===== config.mk =====
export PLATFORM = sky130hd
export DESIGN_NAME = stopwatch_ctrl
export DESIGN_NICKNAME = d
export VERILOG_FILES = /design/src/rtl/stopwatch_ctrl.sv
export SDC_FILE = /design/constraint.sdc
export NUM_CORES = 1
export LEC_CHECK = 0
export BUFFER_PORTS_ARGS = -buffer_cell sky130_fd_sc_hd__buf_2
export CAP_MARGIN = 5
export CORE_ASPECT_RATIO = 1.25
export CORE_MARGIN = 2
export CORE_UTILIZATION = 59
export CTS_CLUSTER_SIZE = 28
export DETAILED_ROUTE_END_ITERATION = 7
export PLACE_DENSITY_LB_ADDON = 0.3
export SYNTH_ARGS = -nofsm -noshare
export SYNTH_HDL_FRONTEND = slang
export SYNTH_SLANG_ARGS = --single-unit

===== constraint.sdc =====
create_clock -name clk -period 3.8 [get_ports clk]
set_clock_uncertainty 0.1 [all_clocks]
set_input_delay 0.38 -clock clk [delete_from_list [all_inputs] [get_ports clk]]
set_output_delay 0.38 -clock clk [all_outputs]
set_load 0.05 [all_outputs]

===== src/rtl/stopwatch_ctrl.sv =====
// -----------------------------------------------------------------------------
// stopwatch_ctrl
//
// Front-end control stage for the digital stopwatch. Three raw pushbuttons
// are synchronised, debounced and turned into single-cycle press events,
// which drive the IDLE / RUN / PAUSE state machine. The registered outputs
// feed the counter/display block that sits directly downstream.
//
// Parameters
//   DEB_CYCLES : consecutive synchronised samples that must disagree with the
//                accepted level before that level changes (>= 2)
//   DEB_W      : debounce counter width, 2**DEB_W > DEB_CYCLES
//
// Ports
//   clk     in   system clock, all logic on the rising edge
//   rst     in   synchronous reset, active-low (0 = reset)
//   btn_ss  in   raw start/stop button, asynchronous, active-high
//   btn_dir in   raw direction-toggle button, asynchronous, active-high
//   btn_clr in   raw clear button, asynchronous, active-high
//   enable  out  counter run enable, high exactly while state is RUN
//   upDown  out  count direction, 1 = up, 0 = down
//   clr     out  one-cycle clear pulse to the counter
//   state   out  FSM state for status LEDs: 00 IDLE, 01 RUN, 10 PAUSE
// -----------------------------------------------------------------------------
module stopwatch_ctrl #(
    parameter int DEB_CYCLES = 1000000,
    parameter int DEB_W      = 20
) (
    input  logic       clk,
    input  logic       rst,
    input  logic       btn_ss,
    input  logic       btn_dir,
    input  logic       btn_clr,
    output logic       enable,
    output logic       upDown,
    output logic       clr,
    output logic [1:0] state
);

    // Button lanes inside the packed vectors below.
    localparam int NB      = 3;
    localparam int IDX_SS  = 0;
    localparam int IDX_DIR = 1;
    localparam int IDX_CLR = 2;

    localparam logic [DEB_W-1:0] CNT_LAST = DEB_W'(DEB_CYCLES - 1);

    typedef enum logic [1:0] {
        ST_IDLE    = 2'b00,
        ST_RUN     = 2'b01,
        ST_PAUSE   = 2'b10,
        ST_ILLEGAL = 2'b11
    } state_t;

    // -------------------------------------------------------------------------
    // Button conditioning state
    // -------------------------------------------------------------------------
    logic [NB-1:0]    btn_raw;
    logic [NB-1:0]    sync1_q, sync1_d;
    logic [NB-1:0]    sync2_q, sync2_d;
    logic [NB-1:0]    stable_q, stable_d;
    logic [NB-1:0]    stable_dly_q, stable_dly_d;
    logic [DEB_W-1:0] cnt_q [NB];
    logic [DEB_W-1:0] cnt_d [NB];
    logic [NB-1:0]    press;

    logic press_ss;
    logic press_dir;
    logic press_clr;

    // -------------------------------------------------------------------------
    // FSM and output state
    // -------------------------------------------------------------------------
    state_t state_q, state_d;
    logic   enable_q, enable_d;
    logic   updown_q, updown_d;
    logic   clr_q, clr_d;

    assign btn_raw = {btn_clr, btn_dir, btn_ss};

    // -------------------------------------------------------------------------
    // Synchroniser and debouncer, one lane per button.
    // The counter only advances while the synchronised input disagrees with
    // the accepted level; any agreeing sample restarts it, so a glitch shorter
    // than DEB_CYCLES samples can never flip the accepted level.
    // -------------------------------------------------------------------------
    always_comb begin
        sync1_d      = btn_raw;
        sync2_d      = sync1_q;
        stable_d     = stable_q;
        stable_dly_d = stable_q;
        for (int i = 0; i < NB; i++) begin
            cnt_d[i] = '0;
            if (sync2_q[i] != stable_q[i]) begin
                if (cnt_q[i] >= CNT_LAST) begin
                    stable_d[i] = sync2_q[i];
                    cnt_d[i]    = '0;
                end else begin
                    cnt_d[i] = cnt_q[i] + 1'b1;
                end
            end
        end
    end

    // A press is the first cycle the accepted level is high; holding or
    // releasing the button produces no further event.
    assign press     = stable_q & ~stable_dly_q;
    assign press_ss  = press[IDX_SS];
    assign press_dir = press[IDX_DIR];
    assign press_clr = press[IDX_CLR];

    always_ff @(posedge clk) begin
        if (!rst) begin
            sync1_q      <= '0;
            sync2_q      <= '0;
            stable_q     <= '0;
            stable_dly_q <= '0;
            for (int i = 0; i < NB; i++) begin
                cnt_q[i] <= '0;
            end
        end else begin
            sync1_q      <= sync1_d;
            sync2_q      <= sync2_d;
            stable_q     <= stable_d;
            stable_dly_q <= stable_dly_d;
            for (int i = 0; i < NB; i++) begin
                cnt_q[i] <= cnt_d[i];
            end
        end
    end

    // -------------------------------------------------------------------------
    // Run/pause FSM: next state and registered outputs.
    // Priority is clear, then start/stop, then direction. Direction is only
    // honoured when it is the sole event of the cycle and the counter is
    // stopped; it is dropped, not remembered, in RUN.
    // -------------------------------------------------------------------------
    always_comb begin
        state_d  = state_q;
        updown_d = updown_q;
        clr_d    = 1'b0;

        if (press_clr) begin
            state_d = ST_IDLE;
            clr_d   = 1'b1;
        end else begin
            case (state_q)
                ST_IDLE: begin
                    if (press_ss) begin
                        state_d = ST_RUN;
                    end else if (press_dir) begin
                        updown_d = ~updown_q;
                    end
                end
                ST_RUN: begin
                    if (press_ss) begin
                        state_d = ST_PAUSE;
                    end
                end
                ST_PAUSE: begin
                    if (press_ss) begin
                        state_d = ST_RUN;
                    end else if (press_dir) begin
                        updown_d = ~updown_q;
                    end
                end
                default: begin
                    // Unreachable code 11: recover to IDLE with the counter stopped.
                    state_d = ST_IDLE;
                end
            endcase
        end

        // Registered from the next state so enable and state always agree.
        enable_d = (state_d == ST_RUN);
    end

    always_ff @(posedge clk) begin
        if (!rst) begin
            state_q  <= ST_IDLE;
            enable_q <= 1'b0;
            updown_q <= 1'b1;
            clr_q    <= 1'b0;
        end else begin
            state_q  <= state_d;
            enable_q <= enable_d;
            updown_q <= updown_d;
            clr_q    <= clr_d;
        end
    end

    assign enable = enable_q;
    assign upDown = updown_q;
    assign clr    = clr_q;
    assign state  = state_q;

endmodule


==> flow_metrics.py, run 1 <==
metrics = {
    "die": {
        "start_util_pct": 61.2,
        "rows": 30,
        "pin_count": 10,
        "dieHeight_um": 87.7,
        "dieArea_sq_um": 6230,
        "coreArea_sq_um": 5410,
        "die_w_um": 71.0,
    },
    "synthesis": {
        "synthArstFlopShare_pct": 0,
        "ys_seq_elements": 77,
        "synthXorXnorAreaFrac_pct": 10.3,
        "ys_seq_area_share_pct": 46.6,
        "synthTopCellsByArea": "dfxtp_1, xnor2_1, nor2_1",
        "syn_area_per_cell_sq_um": 8.66,
        "syn_nets": 390,
        "yosysTopAreaCellShare_pct": 46.6,
        "synth_top_family_by_area": "simple AND/OR/NAND/NOR gates",
        "yosysWarnings": 0,
        "synth_ff_type": "dfxtp_1",
        "synthMuxAreaShare_pct": 1.21,
        "syn_inst": 382,
        "yosys.area_share.simple_pct": 29.3,
        "synth_compound_area_share_pct": 8.66,
        "netlist-cell-type-count": 41,
        "synth_edf_count": 0,
        "netlist_area_sq_um": 3310,
        "yosys.area.top_type": "dfxtp_1",
        "synthAdderAreaFrac_pct": 1.13,
    },
    "clock_network": {
        "clk_latency_ns": 0.35,
        "clk_pin_slew_ns": 0.07,
        "clockRootBuffer": "clkbuf_8",
        "numClockSinks": 77,
        "cts_tree": "done",
        "holdBufCountCts": 0,
        "ctsResizeCount": 0,
        "numCtsBuffers": 9,
        "post_cts_buffers": 0,
        "htree_levels": 3,
        "cts_buffer_depth": 2,
    },
    "finish": {
        "drive_gt1_share_pct": 7.75,
        "fin_util_pct": 66.5,
        "nFillCells": 453,
        "final_nets": 403,
        "synthToLayoutAreaGrowth_pct": 8.66,
        "insertedDiodeCount": 0,
    },
    "routing": {
        "drcViolationCount": 0,
        "finalWirelength_um": 5720,
        "ant_nets": 0,
        "drt_iter0_markers": 157,
        "drt_first_pass_iters": 4,
        "num_vias": 2556,
        "drt-wirelength-per-cell_um": 12.3,
        "vias_per_cell": 5.51,
    },
    "grt": {
        "antenna_found_initial": 0,
        "grt_pass1_wl_um": 9850,
        "grt.total_usage_pct": 20.0,
        "grt_max_degree": 19,
        "gr-total-overflow": 0,
        "grt_pass1_vias": 2353,
    },
    "timing": {
        "tns_ns": 0,
        "fmaxAchievable_mhz": 478,
        "rsz0062_at_grt": "false",
        "setup_viol": 0,
        "finalCritPeriodShare_pct": 55.1,
        "holdWs_ns": 0.136,
        "hold_viol_final": 0,
        "maxSlewViolCount": 0,
        "slew_headroom_pct": 56.9,
        "worst_pin_slew_ns": 0.642,
        "layout_min_cycle_time_ns": 2.09,
    },
    "placed_design": {
        "dp_hpwl_um": 3990,
        "port_buffers": 9,
        "place.gp.congestion": 0.794,
    },
    "worst_hold_path": {
        "worstHoldPathCells": 2,
        "min_path_type": "input pin to flip-flop",
        "hold_end": "sync1_q[1]$_SDFF_PN0_",
        "hp-start": "btn_dir",
    },
    "worst_setup_path": {
        "r2r_end": "cnt_q[0][30]$_SDFF_PP0_",
        "crit_fanout": 11,
        "start_kind": "flip-flop",
        "end_kind": "flip-flop",
        "crit_arrival_ns": 2.23,
        "r2r_cells": 6,
        "r2r_slack_ns": 1.71,
        "required_ns": 3.94,
        "slowest_stage": "o21ai_1",
        "max_stage_delay_ns": 0.53,
        "crit_type": "flip-flop to flip-flop",
        "timing.rr.start": "cnt_q[0][20]$_SDFF_PP0_",
        "path_cells": "ha_1 -> nand2_1 -> o211a_1 -> o21ai_1 -> buf_4 -> nor2_1",
    },
    "job": {
        "drv_cap": 0,
    },
    "pwr": {
        "p_leak_nw": 1.16,
        "powerDensity_nw_per_um2": 382,
        "ir_drop_mv": 0.265,
    },
    "outcome": {
        "status": "finished, final reports clean",
    },
}
stage by stage:
stage | setup slack (ns) | total power, mW | cell area (sq um) | cells
after floorplan | 1.93 | 0.841 | 3310 | 382
after global placement | 1.74 | 0.847 | 3420 | 448
after detailed placement | 1.72 | 0.848 | 3420 | 448
after CTS | 1.70 | 1.40 | 3590 | 464
after global routing | 1.50 | 1.42 | 3590 | 464
final | 1.71 | 1.37 | 3590 | 464
worst max-delay path: cells and delay by family (launching register included):
| family | cells | cell delay [ns] |
|---|---|---|
| AOI/OAI and AO/OA | 2 | 0.80 |
| adders and majority gates | 1 | 0.22 |
| buffers and inverters | 1 | 0.29 |
| DFF | 1 | 0.35 |
| and+or+nand+nor | 2 | 0.22 |
where the power goes:
group	leakage, nW	internal (mW)	switching (mW)
Sequential	0.621	0.810	0.00211
Combinational	0.455	0.00613	0.0101
Clock	0.0815	0.255	0.290
final cells by class:
class,count,area [sq um],share of cell area (%)
Sequential cell,77,1540,42.9
Inverter,14,52.6,1.46
Clock inverter,5,36.3,1.01
Multi-Input combinational cell,281,1680,46.6
Clock buffer,11,141,3.93
Timing Repair Buffer,12,67.6,1.88
Tap cell,64,80.1,2.23
how the worst max path moves through the flow:
stage,endpoint,startpoint,cells past startpoint
2_1_floorplan,cnt_q[0][58]$_SDFF_PP0_,cnt_q[0][40]$_SDFF_PP0_,5
3_3_place_gp,cnt_q[0][19]$_SDFF_PP0_,cnt_q[0][13]$_SDFF_PP0_,5
3_5_place_dp,cnt_q[0][31]$_SDFF_PP0_,cnt_q[0][20]$_SDFF_PP0_,6
4_1_cts,cnt_q[0][30]$_SDFF_PP0_,cnt_q[0][20]$_SDFF_PP0_,6
5_1_grt,cnt_q[0][30]$_SDFF_PP0_,cnt_q[0][20]$_SDFF_PP0_,6
6_report,cnt_q[0][30]$_SDFF_PP0_,cnt_q[0][20]$_SDFF_PP0_,6
cells in the final DEF, fill, tap and decap left out, types with 3 or more instances in the layout:
cell         n
o211ai_1     3
clkinvlp_4   3
inv_1       14
nand4_1      5
ha_1         3
xnor2_1     28
and3_1       4
nand2_1     33
nor2_1      56
dfxtp_1     77
xor2_1      11
a21oi_1     17
or3_1       13
mux2i_1      4
clkbuf_8    10
nor2b_1      3
a211oi_1     4
or4_1        9
nor3_1       7
buf_2        9
o21ai_0     13
nor4_1      12
and4_1       5
o21ai_1      5
and2_1       7
nand3_1     19
buf_4        3
cell families after synthesis:
kind of cell             count (synthesis)
AO/OA/AOI/OAI                           49
XOR/XNOR                                39
flip-flops                              77
adder cells (fa/ha/maj)                  3
AND/OR/NAND/NOR                        186
multiplexers                             4
buffers and inverters                   24
Yosys cell counts, types with 4 or more instances:
master,instances
nand4_1,5
or4_1,9
o21ai_0,13
o21ai_1,5
mux2i_1,4
a21oi_1,17
dfxtp_1,77
nor3_1,7
clkbuf_1,9
and2_1,7
and3_1,4
nor2_1,56
nand3_1,19
or3_1,13
inv_1,14
and4_1,5
a211oi_1,4
nor4_1,12
nand2_1,33
xor2_1,11
xnor2_1,28
state kept, by name, indices dropped and copies added, names as in the netlist:
signal / flops
clr: 1
enable: 1
cnt_q: 60
state: 2
sync2_q: 3
stable_dly_d: 3
sync1_q: 3
upDown: 1
stable_dly_q: 3
metal layers:
| metal | track usage [%] | wire (um) |
|---|---|---|
| met5 | 0 | 0 |
| met4 | 9.61 | 133 |
| met3 | 5.52 | 157 |
| met2 | 33.6 | 2680 |
| met1 | 23.6 | 2750 |
No activity file was read; power rests on OpenSTA's default activity.
==> inputs of run 2 (changes only) <==
clock period = 2.1 ns   (was 3.8 ns; I/O delays follow)
==> run 2 against run 1 <==
Compared with the run above:
- clock-buffer cell count is 2 lower
- die area is the same
- critical endpoint is now cnt_q[0][58]$_SDFF_PP0_
- flip-flop and latch count stayed put
- global-route usage up 1.8 points
- fmax grew 7.0%
- sequential power increased by 81%
==> flow_metrics.py, run 2 (same netlist as run 1, synthesis figures left out) <==
metrics = {
    "pwr": {
        "switchingPower_mw": 0.564,
        "powerDensity_nw_per_um2": 781,
        "power.share.clock_pct": 48.9,
        "p_leak_nw": 1.26,
        "seq_power_share_pct": 49.8,
        "p_comb_share_pct": 1.3,
        "p_sw_share_pct": 19.1,
        "power.total_mw": 2.95,
        "p_int_mw": 2.39,
        "ir_drop_mv": 0.576,
    },
    "job": {
        "drv_cap": 0,
    },
    "finish": {
        "fin_area_sq_um": 3780,
        "final_cell_count_no_fill": 476,
        "final_common_cell": "dfxtp_1",
        "synthToLayoutAreaGrowth_pct": 14.3,
        "top_register": "cnt_q",
        "drive_gt1_share_pct": 10.4,
        "largest_reg_flops": 60,
        "insertedDiodeCount": 0,
        "final_cell_mix": "dfxtp_1, nor2_1, nand2_1",
        "final_nets": 415,
    },
    "die": {
        "pin_count": 10,
        "coreArea_sq_um": 5410,
        "dieArea_sq_um": 6230,
        "rows": 30,
        "dieHeight_um": 87.7,
        "start_util_pct": 61.2,
        "die_w_um": 71.0,
    },
    "worst_setup_path": {
        "start_kind": "flip-flop",
        "slowest_stage": "or4_1",
        "crit_family": "simple AND/OR/NAND/NOR gates",
        "timing.rr.start": "cnt_q[0][40]$_SDFF_PP0_",
        "cp_num_buf_inv": 0,
        "path_cells": "ha_2 -> nand2_1 -> or4_1 -> or3_1 -> a21oi_1",
        "crit_fanout": 5,
        "max_stage_delay_ns": 0.59,
        "cp.depth": 5,
        "crit_arrival_ns": 2.14,
        "critPathCapture": "cnt_q[0][58]$_SDFF_PP0_",
        "crit_path_start": "cnt_q[0][40]$_SDFF_PP0_",
        "r2r_cells": 5,
        "r2r_end": "cnt_q[0][58]$_SDFF_PP0_",
        "crit_type": "flip-flop to flip-flop",
        "r2r_slack_ns": 0.14,
        "required_ns": 2.28,
        "end_kind": "flip-flop",
    },
    "clock_network": {
        "numCtsBuffers": 9,
        "numClockSinks": 77,
        "clk_latency_ns": 0.35,
        "cts_buffer_depth": 2,
        "clockRootBuffer": "clkbuf_8",
        "htree_levels": 3,
        "cts_tree": "done",
        "clk_pin_slew_ns": 0.08,
    },
    "outcome": {
        "status": "finished, final reports clean",
    },
    "timing": {
        "holdWs_ns": 0.0701,
        "fmaxAchievable_mhz": 511,
        "tns_ns": 0,
        "finalCritPeriodShare_pct": 93.2,
        "layout_min_cycle_time_ns": 1.96,
        "hold_viol_final": 0,
        "setup_viol": 0,
        "slew_headroom_pct": 65.1,
        "rsz0062_at_grt": "false",
        "worst_pin_slew_ns": 0.518,
        "maxSlewViolCount": 0,
    },
    "routing": {
        "drt_first_pass_iters": 4,
        "drcViolationCount": 0,
        "drt-wirelength-per-cell_um": 13.2,
        "finalWirelength_um": 6290,
        "vias_per_cell": 5.66,
        "ant_nets": 0,
        "num_vias": 2692,
        "drt_iter0_markers": 93,
    },
    "grt": {
        "grt.total_usage_pct": 21.7,
        "grt_max_degree": 21,
        "grt_pass1_wl_um": 10600,
        "grt_pass1_vias": 2481,
        "gr-total-overflow": 0,
        "antenna_found_initial": 0,
    },
    "placed_design": {
        "dp_hpwl_um": 4240,
        "port_buffers": 9,
        "place.gp.congestion": 0.831,
        "placed_area_sq_um": 3480,
        "dp_cells": 457,
    },
    "worst_hold_path": {
        "min_path_type": "input pin to flip-flop",
    },
}
==> run 2: timing repair <==
action                                  in CTS  in global routing
hold endpoints to repair                     3                  0
endpoints found under the setup margin       0                  2
buffers inserted                             0                  0
hold buffers                                 3                  0
resized for setup                            0                  2
==> run 2: area by class of cell <==
| cell class | instances | area, sq um |
|---|---|---|
| Fill cell | 429 | 1630 |
| Tap cell | 64 | 80.1 |
| Clock buffer | 9 | 124 |
| Multi-Input combinational cell | 281 | 1680 |
| Sequential cell | 77 | 1540 |
| Clock inverter | 7 | 138 |
| Inverter | 14 | 52.6 |
| Timing Repair Buffer | 24 | 165 |
==> run 2: worst min path at each step <==
stage / startpoint / end / slack (ns) / cells after the start
floorplan: rst / stable_dly_q[0]$_SDFF_PN0_ / 0.23 / 2
global placement: stable_dly_q[2]$_SDFF_PN0_ / clr$_SDFF_PN0_ / 0.29 / 1
global route: rst / upDown$_SDFFE_PN1P_ / 0.08 / 2
detailed placement: stable_dly_q[2]$_SDFF_PN0_ / clr$_SDFF_PN0_ / 0.30 / 1
CTS: rst / upDown$_SDFFE_PN1P_ / 0.05 / 2
finish: rst / upDown$_SDFFE_PN1P_ / 0.07 / 2
==> run 2: worst register-to-register path: cells and delay by family (launching register included) <==
kind / cells / cell delay (ns)
AO/OA/AOI/OAI: 1 / 0.15
adder cells (fa/ha/maj): 1 / 0.23
flip-flops: 1 / 0.37
AND/OR/NAND/NOR: 3 / 1.04
==> run 2: power groups by stage <==
stage          clock [mW]  combinational (mW)  sequential [mW]
6_report             1.44              0.0376             1.47
5_1_grt              1.52              0.0419             1.47
4_1_cts              1.46              0.0375             1.47
3_5_place_dp            0              0.0328             1.50
3_3_place_gp            0              0.0317             1.50
2_1_floorplan           0              0.0195             1.50
==> run 2: per-layer routing <==
| metal | vias to the layer above | global-route usage [%] | wire length [um] |
|---|---|---|---|
| met5 | - | 0 | 0 |
| met1 | 1255 | 24.3 | 2800 |
| met2 | 44 | 37.8 | 3140 |
| met3 | 12 | 4.60 | 184 |
| met4 | 0 | 13.4 | 158 |
| li1 | 1381 | - | - |
==> run 2: per-stage QoR <==
stage	setup slack [ns]	util, %
final	0.143	69.9
after global routing	0.0278	69.9
after CTS	0.0519	69.9
after detailed placement	0.0793	64.5
after global placement	0.187	64.5
after floorplan	0.232	-
==> inputs of run 3 (changes only) <==
--- a/config.mk
+++ b/config.mk
@@ -6,4 +6,5 @@
 export NUM_CORES = 1
 export LEC_CHECK = 0
+export ABC_AREA = 1
 export BUFFER_PORTS_ARGS = -buffer_cell sky130_fd_sc_hd__buf_2
 export CAP_MARGIN = 5
==> constraint.sdc (replaced) <==
create_clock -name clk -period 2.1 [get_ports clk]
set_clock_uncertainty 0.1 [all_clocks]
set_input_delay 0.42 -clock clk [delete_from_list [all_inputs] [get_ports clk]]
set_output_delay 0.42 -clock clk [all_outputs]
set_load 0.05 [all_outputs]
==> run 3 against run 2 <==
Compared with the run above:
- critical path depth up 4
- die area is 9.9% higher
- clock-buffer cell count grew 3
- first-iteration DRC count down 3.2%
- global-route usage is 0.62 points lower
- fmax rose by 11%
- hold slack improved by 0.099 ns
- flip-flop and latch count did not move
- sequential share of layout area down 1.9 points
==> flow_metrics.py, run 3 <==
metrics = {
    "outcome": {
        "status": "finished, final reports clean",
    },
    "synthesis": {
        "synthTopCellsByArea": "dfxtp_1, nor2_1, nand2_1",
        "netlist_area_sq_um": 3650,
        "syn_nets": 505,
        "synthArstFlopShare_pct": 0,
        "synth.most_common_cell": "nor2_1",
        "ys_seq_elements": 77,
        "synth_edf_count": 0,
        "netlist-cell-type-count": 29,
        "synth_ff_type": "dfxtp_1",
        "yosysWarnings": 0,
        "syn_inst": 497,
        "yosys.area.top_type": "dfxtp_1",
        "ys_seq_area_share_pct": 42.2,
        "yosysTopAreaCellShare_pct": 42.2,
        "yosys-top-cells-count": "nor2_1, nand2_1, dfxtp_1",
        "syn_area_per_cell_sq_um": 7.35,
    },
    "clock_network": {
        "htree_levels": 3,
        "holdBufCountCts": 0,
        "numCtsBuffers": 9,
        "clockRootBuffer": "clkbuf_8",
        "clk_latency_ns": 0.34,
        "cts_buffer_depth": 2,
        "ctsResizeCount": 0,
        "clk_pin_slew_ns": 0.07,
        "numClockSinks": 77,
        "post_cts_buffers": 0,
        "cts_tree": "done",
    },
    "worst_setup_path": {
        "end_kind": "flip-flop",
        "crit_arrival_ns": 1.89,
        "start_kind": "flip-flop",
        "crit_type": "flip-flop to flip-flop",
        "required_ns": 2.22,
        "crit_fanout": 20,
    },
    "timing": {
        "fmaxAchievable_mhz": 568,
        "slew_headroom_pct": 74.5,
        "setup_viol": 0,
        "hold_viol_final": 0,
        "maxSlewViolCount": 0,
        "layout_min_cycle_time_ns": 1.76,
        "tns_ns": 0,
        "worst_pin_slew_ns": 0.381,
        "rsz0062_at_grt": "false",
        "finalCritPeriodShare_pct": 83.9,
    },
    "grt": {
        "gr-total-overflow": 0,
        "grt.total_usage_pct": 21.1,
        "grt_pass1_vias": 2914,
        "antenna_found_initial": 0,
        "grt_pass1_wl_um": 11600,
        "grt_max_degree": 21,
    },
    "die": {
        "coreArea_sq_um": 6090,
        "pin_count": 10,
        "start_util_pct": 60.1,
        "dieArea_sq_um": 6840,
        "dieHeight_um": 92.0,
        "rows": 32,
        "die_w_um": 74.4,
    },
    "finish": {
        "top_register": "cnt_q",
        "synthToLayoutAreaGrowth_pct": 8.25,
        "final_nets": 520,
        "drive_gt1_share_pct": 10.3,
        "multiInputGateArea_sq_um": 1790,
        "final_cell_mix": "nor2_1, nand2_1, dfxtp_1",
        "final_common_cell": "nor2_1",
        "nFillCells": 551,
        "seqCellArea_sq_um": 1540,
        "insertedDiodeCount": 0,
        "fin_area_sq_um": 3960,
        "largest_reg_flops": 60,
    },
    "job": {
        "drv_cap": 0,
    },
    "pwr": {
        "p_leak_nw": 1.47,
        "power.total_mw": 2.58,
        "ir_drop_mv": 0.343,
        "powerDensity_nw_per_um2": 653,
    },
    "routing": {
        "finalWirelength_um": 6380,
        "drcViolationCount": 0,
        "drt-wirelength-per-cell_um": 10.6,
        "num_vias": 2962,
        "drt_iter0_markers": 90,
        "ant_nets": 0,
        "drt_first_pass_iters": 5,
        "vias_per_cell": 4.92,
    },
    "placed_design": {
        "placed_area_sq_um": 3760,
        "dp_hpwl_um": 4720,
        "port_buffers": 9,
        "place.gp.congestion": 0.881,
    },
    "worst_hold_path": {
        "min_path_type": "input pin to flip-flop",
    },
}
## run 3: logic make-up (layout without fill, tap and decap cells)
kind of cell	Yosys count	in the layout	synth area share, %
compound gates	24	24	3.80
xor+xnor	42	42	10.1
fa+ha+maj	3	3	1.03
buf+inv	77	97	8.87
flops	77	77	42.2
simple gates	274	274	34.1
## run 3: worst max-delay path: stages (launching register included)
cell and delay (ns):
dfxtp_1 0.38, ha_1 0.26, nand2_1 0.07, inv_1 0.09, nand3_1 0.12, nand3b_1 0.11, nand2_1 0.10, nand3_2 0.08
buf_4 0.26, nor2_1 0.08
## run 3: per-stage QoR
stage          std cells  hold slack (ns)  worst slack (ns)  util, %
2_1_floorplan        497            0.290             0.643        -
3_3_place_gp         586            0.297             0.410     61.8
3_5_place_dp         586            0.298             0.353     61.8
4_1_cts              602            0.153             0.331     65.0
5_1_grt              602            0.174             0.170     65.0
6_report             602            0.169             0.338     65.0
## run 3: worst paths after layout
path	slack, ns	cells past startpoint	to	from
worst max register to register	0.34	9	cnt_q[0][51]$_SDFF_PP0_	cnt_q[0][40]$_SDFF_PP0_
worst max-delay path	0.34	9	cnt_q[0][51]$_SDFF_PP0_	cnt_q[0][40]$_SDFF_PP0_
worst min register to register	0.31	2	sync2_q[2]$_SDFF_PN0_	sync1_q[2]$_SDFF_PN0_
worst min-delay path	0.17	3	sync1_q[1]$_SDFF_PN0_	btn_dir
## run 3: cell type report
cell class	count	share of cell area (%)
Clock inverter	4	1.20
Clock buffer	12	3.67
Inverter	69	6.55
Timing Repair Buffer	12	1.71
Sequential cell	77	39.0
Tap cell	85	2.69
Multi-Input combinational cell	343	45.2
## run 3: per-layer routing
metal  part of all wire (%)  global-route usage (%)  vias up
met3                    1.8                    3.08       11
li1                       -                       -     1577
met2                     50                    36.4       38
met5                      0                       0        -
met4                    2.3                    10.3        0
met1                     46                    24.8     1336
## run 3: where the power goes
group	leakage, nW	switching [mW]	internal, mW
clock	0.0964	0.504	0.579
sequential	0.621	0.00380	1.47
combinational	0.751	0.0203	0.00985
total	1.47	0.528	2.05
